$ cat src/rtl/oc_tick_scheduler.sv
// oc_tick_scheduler: per-channel programmable periodic events, round-robin onto one valid/ready output
module oc_tick_scheduler #(
  parameter int NumChannels = 4,
  parameter int PeriodWidth = 16,
  localparam int ChannelWidth = $clog2(NumChannels)
) (
  input  logic                               clock,
  input  logic                               reset,
  input  logic                               tick1us,
  input  logic                               tick1ms,
  input  logic                               tick1s,
  input  logic [NumChannels-1:0]             cfgEnable,
  input  logic [2*NumChannels-1:0]           cfgUnit,
  input  logic [PeriodWidth*NumChannels-1:0] cfgPeriod,
  output logic                               eventValid,
  output logic [ChannelWidth-1:0]            eventChannel,
  input  logic                               eventReady,
  output logic [NumChannels-1:0]             overrun,
  input  logic [NumChannels-1:0]             overrunClear
);
  logic [PeriodWidth-1:0]  r_count [NumChannels];
  logic [PeriodWidth-1:0]  w_per [NumChannels];
  logic [ChannelWidth-1:0] w_idx [NumChannels];
  logic [NumChannels-1:0]  r_pending, r_overrun, w_active, w_tick, w_fire, w_clr;
  logic [ChannelWidth-1:0] r_chan, r_ptr, w_sel;
  logic                    r_valid, w_found, w_load;
  always_comb begin
    for (int c = 0; c < NumChannels; c++) begin
      w_per[c] = cfgPeriod[c*PeriodWidth +: PeriodWidth];
      w_active[c] = cfgEnable[c] && (w_per[c] != '0);
      w_tick[c] = cfgUnit[2*c +: 2] == 2'd0 ? tick1us :
                  cfgUnit[2*c +: 2] == 2'd1 ? tick1ms :
                  cfgUnit[2*c +: 2] == 2'd2 ? tick1s : 1'b1;
      w_fire[c] = w_active[c] && w_tick[c] && (r_count[c] >= w_per[c] - PeriodWidth'(1));
    end
  end
  // Scan from the highest offset down so the pending channel nearest the pointer wins.
  always_comb begin
    w_found = 1'b0;
    w_sel = '0;
    for (int i = 0; i < NumChannels; i++)
      w_idx[i] = ChannelWidth'((int'(r_ptr) + i) % NumChannels);
    for (int i = NumChannels - 1; i >= 0; i--) begin
      if (r_pending[w_idx[i]]) begin
        w_found = 1'b1;
        w_sel = w_idx[i];
      end
    end
  end
  assign w_load = !r_valid || eventReady;
  assign w_clr = (w_load && w_found) ? (NumChannels'(1) << w_sel) : '0;
  always_ff @(posedge clock) begin
    if (reset) begin
      for (int c = 0; c < NumChannels; c++) r_count[c] <= '0;
      r_pending <= '0;
      r_overrun <= '0;
      r_valid <= 1'b0;
      r_chan <= '0;
      r_ptr <= '0;
    end else begin
      for (int c = 0; c < NumChannels; c++)
        r_count[c] <= !w_active[c] ? '0 : !w_tick[c] ? r_count[c] :
                      w_fire[c] ? '0 : r_count[c] + PeriodWidth'(1);
      r_pending <= ((r_pending & ~w_clr) | w_fire) & w_active;
      r_overrun <= (r_overrun & ~overrunClear) | (w_fire & r_pending & ~w_clr);
      if (w_load) begin
        r_valid <= w_found;
        if (w_found) begin
          r_chan <= w_sel;
          r_ptr <= (w_sel == ChannelWidth'(NumChannels - 1)) ? '0 : w_sel + ChannelWidth'(1);
        end
      end
    end
  end
  assign eventValid = r_valid;
  assign eventChannel = r_chan;
  assign overrun = r_overrun;
endmodule

$ cat config.mk
export PLATFORM = sky130hd
export DESIGN_NAME = oc_tick_scheduler
export DESIGN_NICKNAME = d
export VERILOG_FILES = /design/src/rtl/oc_tick_scheduler.sv
export SDC_FILE = /design/constraint.sdc
export NUM_CORES = 1
export LEC_CHECK = 0
export CORE_MARGIN = 1.5
export CORE_UTILIZATION = 45
export CTS_CLUSTER_SIZE = 28
export DETAILED_ROUTE_END_ITERATION = 7
export MAX_ROUTING_LAYER = met4
export PLACE_DENSITY = 0.75
export SETUP_SLACK_MARGIN = 0.2
export SYNTH_ARGS = -nofsm -noshare
export SYNTH_HDL_FRONTEND = slang
export SYNTH_SLANG_ARGS = --single-unit
$ cat constraint.sdc
create_clock -name clock -period 5.4 [get_ports clock]
set_input_delay 0.54 -clock clock [delete_from_list [all_inputs] [get_ports clock]]
set_output_delay 0.54 -clock clock [all_outputs]
set_load 0.02 [all_outputs]
; ---- After elaboration in Yosys (flattened, before gate mapping)
; Memory sizes are Yosys's and may differ from the RTL's.
; Cells that the tools add are included.
; W data, S select, Z words.
[totals]
rom_bits = 0
mem_count = 1
reg_bits = 13
ram_bits = 64
latchBits = 0
out_inout_bits = 7
[mem_list]
columns = memory, words, word_bits, rd, rd_ports_with_merged_regs, write_ports, line
row1 = r_count, 4, 16, 4, 0, 4, 21  ; logic [PeriodWidth-1:0] r_count [NumChannels];
[classes]
n_div = 0
n_mul = 0
reduce_logical = 24
muxes = 49
bitwise = 13
n_shift = 1
add_sub_neg = 12
eq_ne = 9
order_cmp = 8
[ops]
columns = operator, count
row1 = $mux W16, 16
row2 = $add A16 B1 Y16 const B, 4
row3 = $ge A16 B16 Y1, 4
row4 = $reduce_bool A16 Y1, 4
row5 = $sub A16 B1 Y16 const B, 4
row6 = $mux W1, 23
row7 = $and A4 B4 Y4, 5
row8 = $logic_and A1 B1 Y1, 13
row9 = $lt A2 B3 Y1 const B, 4
row10 = $eq A2 B2 Y1 const B, 5
row11 = $mux W2, 5
row12 = $bmux W1 S2, 4
row13 = $eq A2 B1 Y1 const B, 4
row14 = $logic_not A2 Y1, 4
row15 = $not A4 Y4, 2
row16 = $or A4 B4 Y4, 2
row17 = $add A2 B1 Y2 const B, 2
row18 = $add A2 B2 Y2 const B, 2
row19 = $mux W4, 1
row20 = $or A1 B1 Y1, 4
row21 = $shl A1 B2 Y4 const A, 1
row22 = $reduce_and A2 Y1, 1
row23 = $logic_not A1 Y1, 1
row24 = $logic_or A1 B1 Y1, 1

; ---- Longest topological paths before layout
[depth]
ltp_word = 13
depth_mapped = 13

; ---- Least setup slack after synthesis
; OpenSTA, ideal clock, no wires.
[synth_timing]
kind = input -> register
startpoint = input port cfgPeriod[50]
endpoint = memory r_count[3][15]
slack_ns = 1.681
n_path_buf = 1
setup_time_ns = 0.118
stages = 12
t_arrival_ns = 3.601
path_cell_list = or3_1 -> or4_4 -> nand2b_1 -> nor4_1 -> xnor2_1 -> ha_1 -> nand4_1 -> nor3_1 -> or4b_2 -> a31oi_4 -> buf_4 -> nor3b_1
[synth_rtl]
columns = item, line
row1 = from (decl), 14  ; input logic [PeriodWidth*NumChannels-1:0] cfgPeriod,
row2 = to (decl), 21

; ---- Worst setup path after layout
[layout_timing]
startpoint = input port cfgPeriod[32]
endpoint = register r_overrun[2] (netlist: overrun[2])
[layout_via]
elab_chain_cells = 7
word_cells_on_any_way = 9
cone_classes = add/sub (1) / order compare (1) / bitwise (3) / reduce/logical (4)
[layout_lines]
columns = item, line
row1 = "parallel branches: the longest is 3 deep, another holds $sub A16 B1 Y16", --
row2 = $logic_and A1 B1 Y1 (*), 34  ; w_fire[c] = w_active[c] && w_tick[c] && (r_count[c] >= w_per[c] - PeriodWidth'(1));
row3 = $and A4 B4 Y4 (*) (2 in series), 65  ; r_overrun <= (r_overrun & ~overrunClear) | (w_fire & r_pending & ~w_clr);
row4 = $or A4 B4 Y4 (*), 65
row5 = to (signal assigned), 65
row6 = to (decl), 24  ; logic [NumChannels-1:0] r_pending, r_overrun, w_active, w_tick, w_fire, w_clr;
; Mark *: on every way between the ends.
; A chain may end at the register's enable or synchronous reset.

==> results.sh <==
export IMPL_grt_pass1_vias=5195
export IMPL_fin_cells=1025
export IMPL_multi_input_area_sq_mm=0.00449
export IMPL_critPathLaunchType="input pin"
export IMPL_setup_worst_path_end_class="register"
export IMPL_synth_warnings=0
export IMPL_die_h_um=121
export IMPL_drive_gt1_share_pct=5.18
export IMPL_post_synth_top_area_fraction_pct=24.6
export IMPL_syn_area_sq_mm=0.00626
export IMPL_clkTransAtPathRegs_ns=0.06
export IMPL_hold_path_startpoint="overrun[2]$_SDFF_PP0_"
export IMPL_grt_max_degree=21
export IMPL_diodes=0
export IMPL_cap_violations=0
export IMPL_finalCriticalPeriod_ns=4.20
export IMPL_yosys_top_cells_area="dfxtp_1, ha_1, xnor2_1"
export IMPL_synth_avg_cell_area_sq_um=8.33
export IMPL_setup_violations=0
export IMPL_max_freq_mhz=238
export IMPL_rr_endpoint="overrun[2]$_SDFF_PP0_"
export IMPL_dp_cells=1009
export IMPL_setup_ws_ns=1.20
export IMPL_irDropWorstVdd_mv=0.128
export IMPL_fill_cells=1262
export IMPL_start_util_pct=46.7
export IMPL_area_growth_synth_to_final_pct=23.0
export IMPL_post_dp_cell_area_sq_mm=0.00736
export IMPL_hpwlAfterDp_um=10900
export IMPL_core_area_sq_mm=0.0134
export IMPL_die_w_um=121
export IMPL_drv_slew=0
export IMPL_finalCritPeriodShare_pct=77.8
export IMPL_fin_worst_hold_slack_ns=0.472
export IMPL_nets=1006
export IMPL_power_per_cell_area_mw_per_mm2=189
export IMPL_yosysTopAreaCell="dfxtp_1"
export IMPL_yosysSeqAreaShare_pct=24.6
export IMPL_post_cts_repair_setup_buffers=0
export IMPL_cts_resized=0
export IMPL_synth_edf_count=0
export IMPL_via_count=5583
export IMPL_cts_buffers=9
export IMPL_grt_usage_pct=20.7
export IMPL_routed_wl_um=14200
export IMPL_ys_flop_type="dfxtp_1"
export IMPL_r2r_start="r_count[2][15]$_SDFFE_PP0N_"
export IMPL_setup_tns_final_ns=0
export IMPL_cts_root_buf="clkbuf_16"
export IMPL_rsz0062_at_grt="false"
export IMPL_worst_slew_pin_slew_ns=1.04
export IMPL_cts_buffer_depth=2
export IMPL_path_max_fanout=16
export IMPL_cts_sinks=77
export IMPL_antenna_found_initial=0
export IMPL_h_tree_depth=3
export IMPL_grt_ovfl_total=0
export IMPL_final_seq_area_sq_mm=0.00154
export IMPL_io_buffers=92
export IMPL_hold_path_end="overrun[2]$_SDFF_PP0_"
export IMPL_synth_most_common_cell="xnor2_1"
export IMPL_drcViolationCount=0
export IMPL_fin_area_sq_mm=0.00770
export IMPL_syn_inst=751
export IMPL_dr_pass1_iters=5
export IMPL_synthDistinctLibCells=65
export IMPL_yosys_top_cells_count="xnor2_1, dfxtp_1, ha_1"
export IMPL_rows=42
export IMPL_dr_first_iter_drc_count=223
export IMPL_crit_required_ns=5.69
export IMPL_clk_latency_ns=0.34
export IMPL_r2r_slack_ns=2.90
export IMPL_outcome="finished, final reports clean"
export IMPL_cts_hold_buf=0
export IMPL_async_flop_share_pct=0
export IMPL_arrival_ns=4.49
export IMPL_hp_class="register to register"
export IMPL_gp_congestion=0.835
export IMPL_holdPathStages=1
export IMPL_setup_worst_path_class="input pin to register"
export IMPL_finClkSkew_ns=0.00553
export IMPL_cts_tree="yes"
export IMPL_p_leak_nw=2.65
export IMPL_hold_viol_final=0
export IMPL_yosys_register_bits=77
export IMPL_r2r_cells=6
export IMPL_pin_count=93
export IMPL_ant_nets=0
export IMPL_relSlewSlack_pct=29.6
export IMPL_syn_num_nets=913
export IMPL_routedWlPerCell_um=13.8
export IMPL_dieArea_sq_mm=0.0146
export IMPL_via_per_inst=5.45
export IMPL_grt_pass1_wl_um=23900
export IMPL_pre_cts_ws_ns=0.838
-- flip-flops by register name, summed over array words and instances (netlist names) --
signal / flops
eventValid: 1
r_pending: 4
r_count: 64
r_ptr: 2
overrun: 4
eventChannel: 2
-- per-stage QoR --
| stage | total power, mW | utilization (%) |
|---|---|---|
| CTS | 1.47 | 57.4 |
| global placement | 0.789 | 54.9 |
| finish | 1.46 | 57.4 |
| global route | 1.52 | 57.4 |
| floorplan | 0.686 | - |
| detailed placement | 0.792 | 54.9 |
-- critical path: stages --
cell and delay, ns:
clkdlybuf4s50_1 0.42, inv_1 0.09, ha_1 0.19, or4b_1 0.46
nand2b_1 0.30, nor4_1 0.30, xnor2_1 0.13, ha_1 0.31
nand4_1 0.11, or4_1 0.52, o32a_1 0.33, a21oi_2 0.53
a32o_1 0.25
-- report_power, final --
group | internal [mW] | switching, mW
Clock | 0.431 | 0.246
Combinational | 0.110 | 0.0969
Sequential | 0.571 | 0.00337
Total | 1.11 | 0.346
-- worst max path at each step --
stage	from	endpoint	slack, ns	depth (start not counted)
final	cfgPeriod[32]	overrun[2]$_SDFF_PP0_	1.20	13
after global routing	cfgPeriod[32]	overrun[2]$_SDFF_PP0_	0.88	13
after CTS	cfgPeriod[50]	overrun[3]$_SDFF_PP0_	1.17	12
after detailed placement	cfgPeriod[50]	overrun[3]$_SDFF_PP0_	0.84	12
after global placement	cfgPeriod[32]	overrun[2]$_SDFF_PP0_	0.90	13
after floorplan	cfgPeriod[50]	r_count[3][15]$_SDFFE_PP0N_	1.68	12
-- area by class of cell --
cell class,instances,area share (%)
inverters,40,1.95
flip-flops and latches,77,20.0
multi-input cells,619,58.4
clock buffers,11,3.28
repair buffers,97,12.5
well taps,176,2.86
clock inverters,5,1.06
-- kinds of logic after synthesis --
| group | share of synthesized area [%] |
|---|---|
| AO/OA/AOI/OAI | 12.6 |
| XOR/XNOR | 15.4 |
| adder cells (fa/ha/maj) | 15.2 |
| buffers and inverters | 3.66 |
| flip-flops | 24.6 |
| multiplexers | 1.20 |
| AND/OR/NAND/NOR | 27.3 |
-- routing by layer --
layer  vias up  track usage, %  routed length (um)
li1       2908               -                   -
met1      2562            26.9                6820
met2       100            33.0                6570
met3        13            5.22                 652
met4         0            3.68                 143
met5         -               -                   0
-- cells in the final DEF, fill, tap and decap left out, types with 29 or more instances in the layout --
master and count:
nor3_1 49, nand2_1 58, a21oi_1 29, inv_1 40, xnor2_1 89, nor3b_1 30, nor2_1 58, ha_1 76
dfxtp_1 77, nand3_1 33, clkdlybuf4s50_1 92
Note: power is estimated with default switching activity, not from simulation.
